===== config.mk =====
export PLATFORM = sky130hd
export DESIGN_NAME = uart_core_flat
export DESIGN_NICKNAME = d
export VERILOG_FILES = /design/src/rtl/uart_if.sv /design/src/rtl/uart_core.sv /design/src/flat_wrapper.sv
export SDC_FILE = /design/constraint.sdc
export NUM_CORES = 1
export LEC_CHECK = 0
export ABC_AREA = 1
export CAP_MARGIN = 15
export CORE_MARGIN = 2
export CORE_UTILIZATION = 55
export DETAILED_ROUTE_END_ITERATION = 12
export DONT_BUFFER_PORTS = 1
export GPL_TIMING_DRIVEN = 0
export PLACE_DENSITY = 0.81
export SYNTH_ARGS = -nofsm -noshare
export SYNTH_HDL_FRONTEND = slang
export SYNTH_SLANG_ARGS = --single-unit

===== constraint.sdc =====
create_clock -name clk_i -period 3.7 [get_ports clk_i]
set_input_delay 0.37 -clock clk_i [delete_from_list [all_inputs] [get_ports clk_i]]
set_output_delay 0.37 -clock clk_i [all_outputs]
set_load 0.01 [all_outputs]

===== src/rtl/uart_if.sv =====
// uart_if: byte-level front-end bus between a register/bus block and uart_core
interface uart_if;
    logic [7:0] tx_data;
    logic       tx_valid;
    logic       tx_ready;
    logic       tx_busy;
    logic [7:0] rx_data;
    logic       rx_valid;
    logic       rx_ready;
    logic       rx_frame_err;
    logic       rx_overflow;

    modport master (
        output tx_data, tx_valid, rx_ready,
        input  tx_ready, tx_busy, rx_data, rx_valid, rx_frame_err, rx_overflow
    );

    modport slave (
        input  tx_data, tx_valid, rx_ready,
        output tx_ready, tx_busy, rx_data, rx_valid, rx_frame_err, rx_overflow
    );
endinterface


===== src/rtl/uart_core.sv =====
// uart_core: 8N1 LSB-first UART with fixed-divider TX/RX and a first-word-fall-through RX FIFO
module uart_core #(
    parameter int BAUD     = 115200,
    parameter int FREQ     = 50000000,
    parameter int RX_DEPTH = 4
) (
    input  logic   clk_i,
    input  logic   rst_ni,
    uart_if.slave  bus,
    output logic   tx_o,
    input  logic   rx_i
);
    localparam int CPS = FREQ / BAUD;
    localparam int CW  = $clog2(CPS);
    localparam int AW  = $clog2(RX_DEPTH);
    localparam int PW  = AW + 1;

    if (CPS < 4) begin : g_cps_chk
        $fatal(1, "uart_core: FREQ/BAUD must be at least 4");
    end
    if (RX_DEPTH < 2 || (RX_DEPTH & (RX_DEPTH - 1)) != 0) begin : g_depth_chk
        $fatal(1, "uart_core: RX_DEPTH must be a power of two >= 2");
    end

    typedef enum logic [1:0] {TX_IDLE, TX_START, TX_DATA, TX_STOP} tx_state_e;
    typedef enum logic [2:0] {RX_IDLE, RX_START, RX_DATA, RX_STOP, RX_BREAK} rx_state_e;

    tx_state_e         tx_state_q, tx_state_d;
    logic [CW-1:0]     tx_cnt_q, tx_cnt_d;
    logic [2:0]        tx_bit_q, tx_bit_d;
    logic [7:0]        tx_shift_q, tx_shift_d;
    logic              tx_line_q, tx_line_d;
    logic              tx_last, tx_accept;

    rx_state_e         rx_state_q, rx_state_d;
    logic [CW-1:0]     rx_cnt_q, rx_cnt_d;
    logic [2:0]        rx_bit_q, rx_bit_d;
    logic [7:0]        rx_shift_q, rx_shift_d;
    logic              rx_meta_q, rx_meta_d, rx_s_q, rx_s_d;
    logic              rx_ferr_q, rx_ferr_d, rx_ovf_q, rx_ovf_d;
    logic              rx_last, rx_push;

    logic [7:0]        mem_q [RX_DEPTH];
    logic [7:0]        mem_d [RX_DEPTH];
    logic [PW-1:0]     wr_q, wr_d, rd_q, rd_d;
    logic              empty, full, pop, wr_en;

    assign tx_last      = tx_cnt_q == CW'(CPS - 1);
    assign bus.tx_ready = (tx_state_q == TX_IDLE) || (tx_state_q == TX_STOP && tx_last);
    assign bus.tx_busy  = tx_state_q != TX_IDLE;
    assign tx_accept    = bus.tx_valid && bus.tx_ready;
    assign tx_o         = tx_line_q;

    always_comb begin
        tx_state_d = tx_state_q;
        tx_cnt_d   = tx_cnt_q + CW'(1);
        tx_bit_d   = tx_bit_q;
        tx_shift_d = tx_shift_q;
        case (tx_state_q)
            TX_IDLE: begin
                tx_cnt_d = '0;
                if (tx_accept) begin
                    tx_state_d = TX_START;
                    tx_shift_d = bus.tx_data;
                end
            end
            TX_START: if (tx_last) begin
                tx_cnt_d   = '0;
                tx_bit_d   = '0;
                tx_state_d = TX_DATA;
            end
            TX_DATA: if (tx_last) begin
                tx_cnt_d   = '0;
                tx_bit_d   = tx_bit_q + 3'd1;
                tx_shift_d = {1'b0, tx_shift_q[7:1]};
                tx_state_d = tx_bit_q == 3'd7 ? TX_STOP : TX_DATA;
            end
            TX_STOP: if (tx_last) begin
                tx_cnt_d   = '0;
                tx_state_d = tx_accept ? TX_START : TX_IDLE;
                tx_shift_d = tx_accept ? bus.tx_data : tx_shift_q;
            end
            default: tx_state_d = TX_IDLE;
        endcase
        // The line is registered from the next state so tx_o is glitch-free
        tx_line_d = tx_state_d == TX_START ? 1'b0 : tx_state_d == TX_DATA ? tx_shift_d[0] : 1'b1;
    end

    assign rx_last = rx_cnt_q == CW'(CPS - 1);

    always_comb begin
        rx_meta_d  = rx_i;
        rx_s_d     = rx_meta_q;
        rx_state_d = rx_state_q;
        rx_cnt_d   = rx_cnt_q + CW'(1);
        rx_bit_d   = rx_bit_q;
        rx_shift_d = rx_shift_q;
        rx_push    = 1'b0;
        rx_ferr_d  = 1'b0;
        case (rx_state_q)
            RX_IDLE: begin
                rx_cnt_d   = '0;
                rx_state_d = rx_s_q ? RX_IDLE : RX_START;
            end
            RX_START: if (rx_cnt_q == CW'(CPS / 2 - 1)) begin
                rx_cnt_d   = '0;
                rx_bit_d   = '0;
                rx_state_d = rx_s_q ? RX_IDLE : RX_DATA;
            end
            RX_DATA: if (rx_last) begin
                rx_cnt_d   = '0;
                rx_bit_d   = rx_bit_q + 3'd1;
                rx_shift_d = {rx_s_q, rx_shift_q[7:1]};
                rx_state_d = rx_bit_q == 3'd7 ? RX_STOP : RX_DATA;
            end
            RX_STOP: if (rx_last) begin
                rx_cnt_d   = '0;
                rx_push    = rx_s_q;
                rx_ferr_d  = !rx_s_q;
                rx_state_d = rx_s_q ? RX_IDLE : RX_BREAK;
            end
            RX_BREAK: begin
                rx_cnt_d   = '0;
                rx_state_d = rx_s_q ? RX_IDLE : RX_BREAK;
            end
            default: rx_state_d = RX_IDLE;
        endcase
    end

    assign empty        = wr_q == rd_q;
    assign full         = (wr_q[AW] != rd_q[AW]) && (wr_q[AW-1:0] == rd_q[AW-1:0]);
    assign pop          = !empty && bus.rx_ready;
    assign bus.rx_valid = !empty;
    assign bus.rx_data  = mem_q[rd_q[AW-1:0]];
    assign bus.rx_frame_err = rx_ferr_q;
    assign bus.rx_overflow  = rx_ovf_q;

    always_comb begin
        // A same-cycle pop frees the slot, so a full FIFO can still take the byte
        wr_en    = rx_push && (!full || pop);
        rx_ovf_d = rx_push && full && !pop;
        wr_d     = wr_q + PW'(wr_en);
        rd_d     = rd_q + PW'(pop);
        mem_d    = mem_q;
        if (wr_en) mem_d[wr_q[AW-1:0]] = rx_shift_q;
    end

    always_ff @(posedge clk_i) begin
        if (!rst_ni) begin
            tx_state_q <= TX_IDLE;
            tx_cnt_q   <= '0;
            tx_bit_q   <= '0;
            tx_shift_q <= '0;
            tx_line_q  <= 1'b1;
            rx_state_q <= RX_IDLE;
            rx_cnt_q   <= '0;
            rx_bit_q   <= '0;
            rx_shift_q <= '0;
            rx_meta_q  <= 1'b1;
            rx_s_q     <= 1'b1;
            rx_ferr_q  <= 1'b0;
            rx_ovf_q   <= 1'b0;
            wr_q       <= '0;
            rd_q       <= '0;
        end else begin
            tx_state_q <= tx_state_d;
            tx_cnt_q   <= tx_cnt_d;
            tx_bit_q   <= tx_bit_d;
            tx_shift_q <= tx_shift_d;
            tx_line_q  <= tx_line_d;
            rx_state_q <= rx_state_d;
            rx_cnt_q   <= rx_cnt_d;
            rx_bit_q   <= rx_bit_d;
            rx_shift_q <= rx_shift_d;
            rx_meta_q  <= rx_meta_d;
            rx_s_q     <= rx_s_d;
            rx_ferr_q  <= rx_ferr_d;
            rx_ovf_q   <= rx_ovf_d;
            wr_q       <= wr_d;
            rd_q       <= rd_d;
        end
    end

    always_ff @(posedge clk_i) begin
        mem_q <= mem_d;
    end
endmodule

===== src/flat_wrapper.sv =====
// flat-port wrapper written by rule: the top's interface ports become plain ports
module uart_core_flat 
#(
    parameter int BAUD     = 115200,
    parameter int FREQ     = 50000000,
    parameter int RX_DEPTH = 4
)
  (clk_i, rst_ni, tx_o, rx_i, bus_tx_data, bus_tx_valid, bus_rx_ready, bus_tx_ready, bus_tx_busy, bus_rx_data, bus_rx_valid, bus_rx_frame_err, bus_rx_overflow);
  uart_if bus_i ();
  input  logic clk_i;
  input  logic rst_ni;
  output logic tx_o;
  input  logic rx_i;
  input wire logic [$bits(bus_i.tx_data)-1:0] bus_tx_data;
  input wire logic [$bits(bus_i.tx_valid)-1:0] bus_tx_valid;
  input wire logic [$bits(bus_i.rx_ready)-1:0] bus_rx_ready;
  output wire logic [$bits(bus_i.tx_ready)-1:0] bus_tx_ready;
  output wire logic [$bits(bus_i.tx_busy)-1:0] bus_tx_busy;
  output wire logic [$bits(bus_i.rx_data)-1:0] bus_rx_data;
  output wire logic [$bits(bus_i.rx_valid)-1:0] bus_rx_valid;
  output wire logic [$bits(bus_i.rx_frame_err)-1:0] bus_rx_frame_err;
  output wire logic [$bits(bus_i.rx_overflow)-1:0] bus_rx_overflow;
  assign bus_i.tx_data = bus_tx_data;
  assign bus_i.tx_valid = bus_tx_valid;
  assign bus_i.rx_ready = bus_rx_ready;
  assign bus_tx_ready = bus_i.tx_ready;
  assign bus_tx_busy = bus_i.tx_busy;
  assign bus_rx_data = bus_i.rx_data;
  assign bus_rx_valid = bus_i.rx_valid;
  assign bus_rx_frame_err = bus_i.rx_frame_err;
  assign bus_rx_overflow = bus_i.rx_overflow;
  uart_core #(.BAUD(BAUD), .FREQ(FREQ), .RX_DEPTH(RX_DEPTH)) u_core (.clk_i(clk_i), .rst_ni(rst_ni), .bus(bus_i), .tx_o(tx_o), .rx_i(rx_i));
endmodule

Word level (Yosys, flattened, before mapping)
Cells that the tools add are included.
Word-level totals
  register bits after elaboration: 88
  output and inout port bits: 14
  word-level logic and storage cells: 123
Cells by class
  $add $sub $neg: 6
  magnitude comparators: 3
  equality and inequality tests: 23
  muxes and demuxes: 40
  bitwise logic cells: 2
  reductions and logical operators: 29
Operators with widths (number)
  $mux W8: 6
  $bwmux W32: 1
  $mux W9: 3
  $pmux W9 S3: 1
  $mux W3: 8
  $pmux W8 S3: 1
  $add A9 B1 Y9 const B: 2
  $eq A9 B9 Y1 const B: 2
  $pmux W9 S2: 1
  $bmux W8 S2: 1
  $demux W8 S2: 1
  $pmux W3 S5: 1
  $reduce_and A3 Y1: 5
  $ne A2 B1 Y1 const B: 6
  $pmux W3 S2: 2
  $mux W2: 5
  $eq A3 B3 Y1 const B: 3
  $eq A9 B8 Y1 const B: 1
  $logic_and A1 B1 Y1: 8
  $mux W1: 8
  $pmux W2 S4: 1
  $add A3 B1 Y3: 2
  $add A3 B1 Y3 const B: 2
  $eq A2 B2 Y1 const B: 3
  other kinds (18): 29

Longest topological paths before layout
  word-level depth: 10
  depth in mapped cells: 13

Worst setup path before layout
OpenSTA, ideal clock, no wires.
  path type: register to register
  from: register u_core.rx_cnt_q[0]
  to: register u_core.mem_q[0] (netlist name), enable pin
  library setup time: 370 ps
  arrival: 1541 ps
  required time: 3330 ps
  slack: 1788 ps
  cell stages (with the launch flop): 10
  path through: dfxtp_1 > ha_1 > nand4_1 > inv_1 > nand4_1 > inv_1 > nand3_1 > nor2_1 > nand2_1 > nor2_1
On the way
  cells in the longest elaborated chain, start to end: 4
RTL lines
  start: declaration: line uart_core.sv:36  | logic [CW-1:0] rx_cnt_q, rx_cnt_d;
  start signal: assignment: line uart_core.sv:172  | rx_cnt_q <= rx_cnt_d;
  $eq A9 B9 Y1: line uart_core.sv:89  | assign rx_last = rx_cnt_q == CW'(CPS - 1);
  $mux W1: line uart_core.sv:116  | RX_STOP: if (rx_last) begin
  $mux W1: line uart_core.sv:100  | case (rx_state_q)
  $logic_and A1 B1 Y1: line uart_core.sv:140  | wr_en = rx_push && (!full || pop);
  end signal: assignment: line uart_core.sv:185  | mem_q <= mem_d;
  end: declaration: line uart_core.sv:43  | logic [7:0] mem_q [RX_DEPTH];
Every way passes these cells.
A chain may end at the register's enable or synchronous reset.

Worst setup path in the final report
  from: register u_core.rx_cnt_q[0]
  to: register u_core.mem_q[30] (netlist name), enable pin
Same word-level chain as after synthesis.

==> results.cfg <==
[power_and_ir_drop]
power_density_nw_per_um2 = 421
leakage_uw = 0.00178
irDropWorstVdd_uv = 271

[status]
status = complete, no violations

[timing]
rsz0062_at_grt = false
worstMarginPinSlew_ns = 0.785
slew_headroom_pct = 47.5
fin_crit_ns = 2.35
max_freq_mhz = 426
clock_skew_ns = 0.0114
setup_viol = 0
finalCritPeriodShare_pct = 63.4
slew_violations = 0
tns_ns = 0
hold_viol_final = 0
fin_ws_ns = 1.35

[floorplan]
start_util_pct = 56.9
ios = 27
die_height_microns = 88.0
fp.dieArea_sq_um = 7750
dieWidth_microns = 88.0
std_cell_rows = 30
core_sq_um = 6830

[clock_network]
cts.clk_slew.worst_paths_ns = 0.09
root_buffer = clkbuf_8
cts_resized = 0
numCtsBuffers = 9
cts_tree = built
htree_levels = 3
cts_setup_buffers = 0
clock_sinks = 88
cts_hold_buf = 0
cts_buffer_depth = 2
clk_latency_ns = 0.37

[drt]
wl_met1_mm = 3.10
routedWlPerCell_microns = 13.1
vias_per_cell = 5.30
drc = 0
drtIter0Drc = 137
dr.max_layer_used = met4
wl_met3_microns = 443
drt.antenna.violating_nets = 0
wl_mm = 7.26
dr_wl_met2_mm = 3.58
drt_first_pass_iters = 4
vias = 2929

[synth]
avgSynthCellArea_sq_um = 8.83
syn_area_sq_um = 3880
yosys_register_bits = 88
syn-instance-count = 440
yosysWarnings = 0
synth_cell_types = 39
ys_seq_area_share_pct = 53.6
synth_nets = 466

[final_layout]
multi_input_area_sq_um = 1520
area.growth.synth_to_final_pct = 8.12
seq_area_sq_um = 2080
final_cell_mix = nor2_1, nand2_1, dfxtp_1, inv_1, o21ai_0
final_nets = 477
drive_above_1_share_pct = 11.6
final_common_cell = nor2_1
fillers = 581
fin_util_pct = 61.5

[grt]
grt_overflow = 0
grtUsageTotal_pct = 20.5
grt_max_degree = 19
antenna_found_initial = 1
grt_pass1_vias = 2765
grt_pass1_wl_mm = 12.1

[hold_path]
holdPathStages = 1
min_path_type = primary input to register
hp-start = rx_i
whs_endpoint = u_core.rx_meta_q$_SDFF_PN1_

[critical_path]
cp.arrival_ns = 2.35
path_max_fanout = 8
crit_chain = ha_1 -> nand4_1 -> inv_1 -> nand4_1 -> inv_1 -> nand3_1 -> nor2_1 -> nand2_1 -> nor2_1
critPathMaxStageDelay_ns = 0.61
r2r_end = u_core.mem_q[30]$_DFFE_PP_
critPathBufInv = 2
critPathTopFamily = simple AND/OR/NAND/NOR gates
crit_path_end_kind = register
timing.rr.start = u_core.rx_cnt_q[0]$_SDFF_PN0_
reg2reg_depth = 9
cp_slowest_cell = nor2_1
path_class = register to register
crit_required_ns = 3.70
r2r_slack_ns = 1.35
startpoint_type = register

[place]
numPortBuffers = 0
pre_cts_ws_ns = 1.34
gp_congestion = 0.820
dp_hpwl_mm = 5.19

[run]
cap_violations = 0
## Yosys cell counts (all sizes together)
cell / instances / area, sq um
a211oi: 2 / 15.0
a21oi: 19 / 103
a311oi: 1 / 8.76
a31oi: 8 / 50.1
a32o: 1 / 10.0
and2: 1 / 8.76
buf: 4 / 20.0
clkbuf: 6 / 22.5
clkinv: 2 / 7.51
dfxtp: 56 / 1120
edfxtp: 32 / 961
ha: 13 / 163
inv: 61 / 229
nand2: 65 / 272
nand3: 16 / 80.1
nand3b: 1 / 7.51
nand4: 3 / 18.8
nor2: 69 / 292
nor3: 8 / 56.3
nor3b: 2 / 15.0
nor4: 1 / 6.26
o211ai: 1 / 12.5
o21a: 1 / 7.51
o21ai: 44 / 228
o22ai: 9 / 56.3
or2: 3 / 18.8
xnor2: 7 / 61.3
xor2: 4 / 35.0
## flip-flops by register name, indices dropped and copies added (netlist names)
name	flops
u_core.tx_cnt_q	9
u_core.rx_bit_q	3
u_core.bus.rx_frame_err	1
u_core.bus.rx_overflow	1
u_core.rx_s_q	1
u_core.rx_cnt_q	9
u_core.tx_state_q	2
u_core.wr_q	3
u_core.rd_q	3
u_core.mem_q	32
u_core.tx_shift_q	8
u_core.tx_bit_q	3
u_core.tx_o	1
u_core.rx_meta_q	1
u_core.rx_shift_q	8
u_core.rx_state_q	3
## stage by stage
| step | power, uW | cells | area, sq um | hold slack, ns |
|---|---|---|---|---|
| finish | 1770 | 553 | 4200 | 0.103 |
| detailed placement | 1150 | 536 | 4010 | 0.406 |
| floorplan | 1130 | 440 | 3880 | 0.393 |
| global placement | 1140 | 536 | 4010 | 0.396 |
| global route | 1840 | 553 | 4200 | 0.0825 |
| CTS | 1790 | 552 | 4200 | 0.0819 |
## worst max-delay path by stage
stage               slack (ns)                    endpoint  cells past startpoint                           from
global placement          1.42  u_core.mem_q[25]$_DFFE_PP_                      9  u_core.rx_cnt_q[0]$_SDFF_PN0_
detailed placement        1.34  u_core.mem_q[10]$_DFFE_PP_                      9  u_core.rx_cnt_q[0]$_SDFF_PN0_
global route              1.15  u_core.mem_q[30]$_DFFE_PP_                      9  u_core.rx_cnt_q[0]$_SDFF_PN0_
floorplan                 1.79   u_core.mem_q[0]$_DFFE_PP_                      9  u_core.rx_cnt_q[0]$_SDFF_PN0_
CTS                       1.33  u_core.mem_q[14]$_DFFE_PP_                      9  u_core.rx_cnt_q[0]$_SDFF_PN0_
finish                    1.35  u_core.mem_q[30]$_DFFE_PP_                      9  u_core.rx_cnt_q[0]$_SDFF_PN0_
## area by class of cell
type | count | share of cell area, %
Clock inverter | 7 | 1.64
Sequential cell | 88 | 49.6
Clock buffer | 9 | 2.95
Antenna cell | 1 | 0.0596
Buffer | 10 | 1.01
Tap cell | 96 | 2.86
Multi-Input combinational cell | 279 | 36.3
Inverter | 63 | 5.63
## per-layer routing
metal | track usage, % | vias up
met3 | 5.75 | 13
met4 | 9.78 | 0
met2 | 34.7 | 68
met1 | 24.1 | 1371
met5 | 0 | -
li1 | - | 1477
## power breakdown
part	internal [uW]	switching, uW	total, uW
clock	265	376	641
sequential	1010	15.5	1030
combinational	33.4	66.1	99.5
total	1310	458	1770
## kinds of logic after synthesis
group | synth area share [%]
flops | 53.6
fa+ha+maj | 4.19
xor+xnor | 2.48
compound gates | 12.6
simple gates | 19.9
buf+inv | 7.18
No activity file was read; power rests on OpenSTA's default activity.
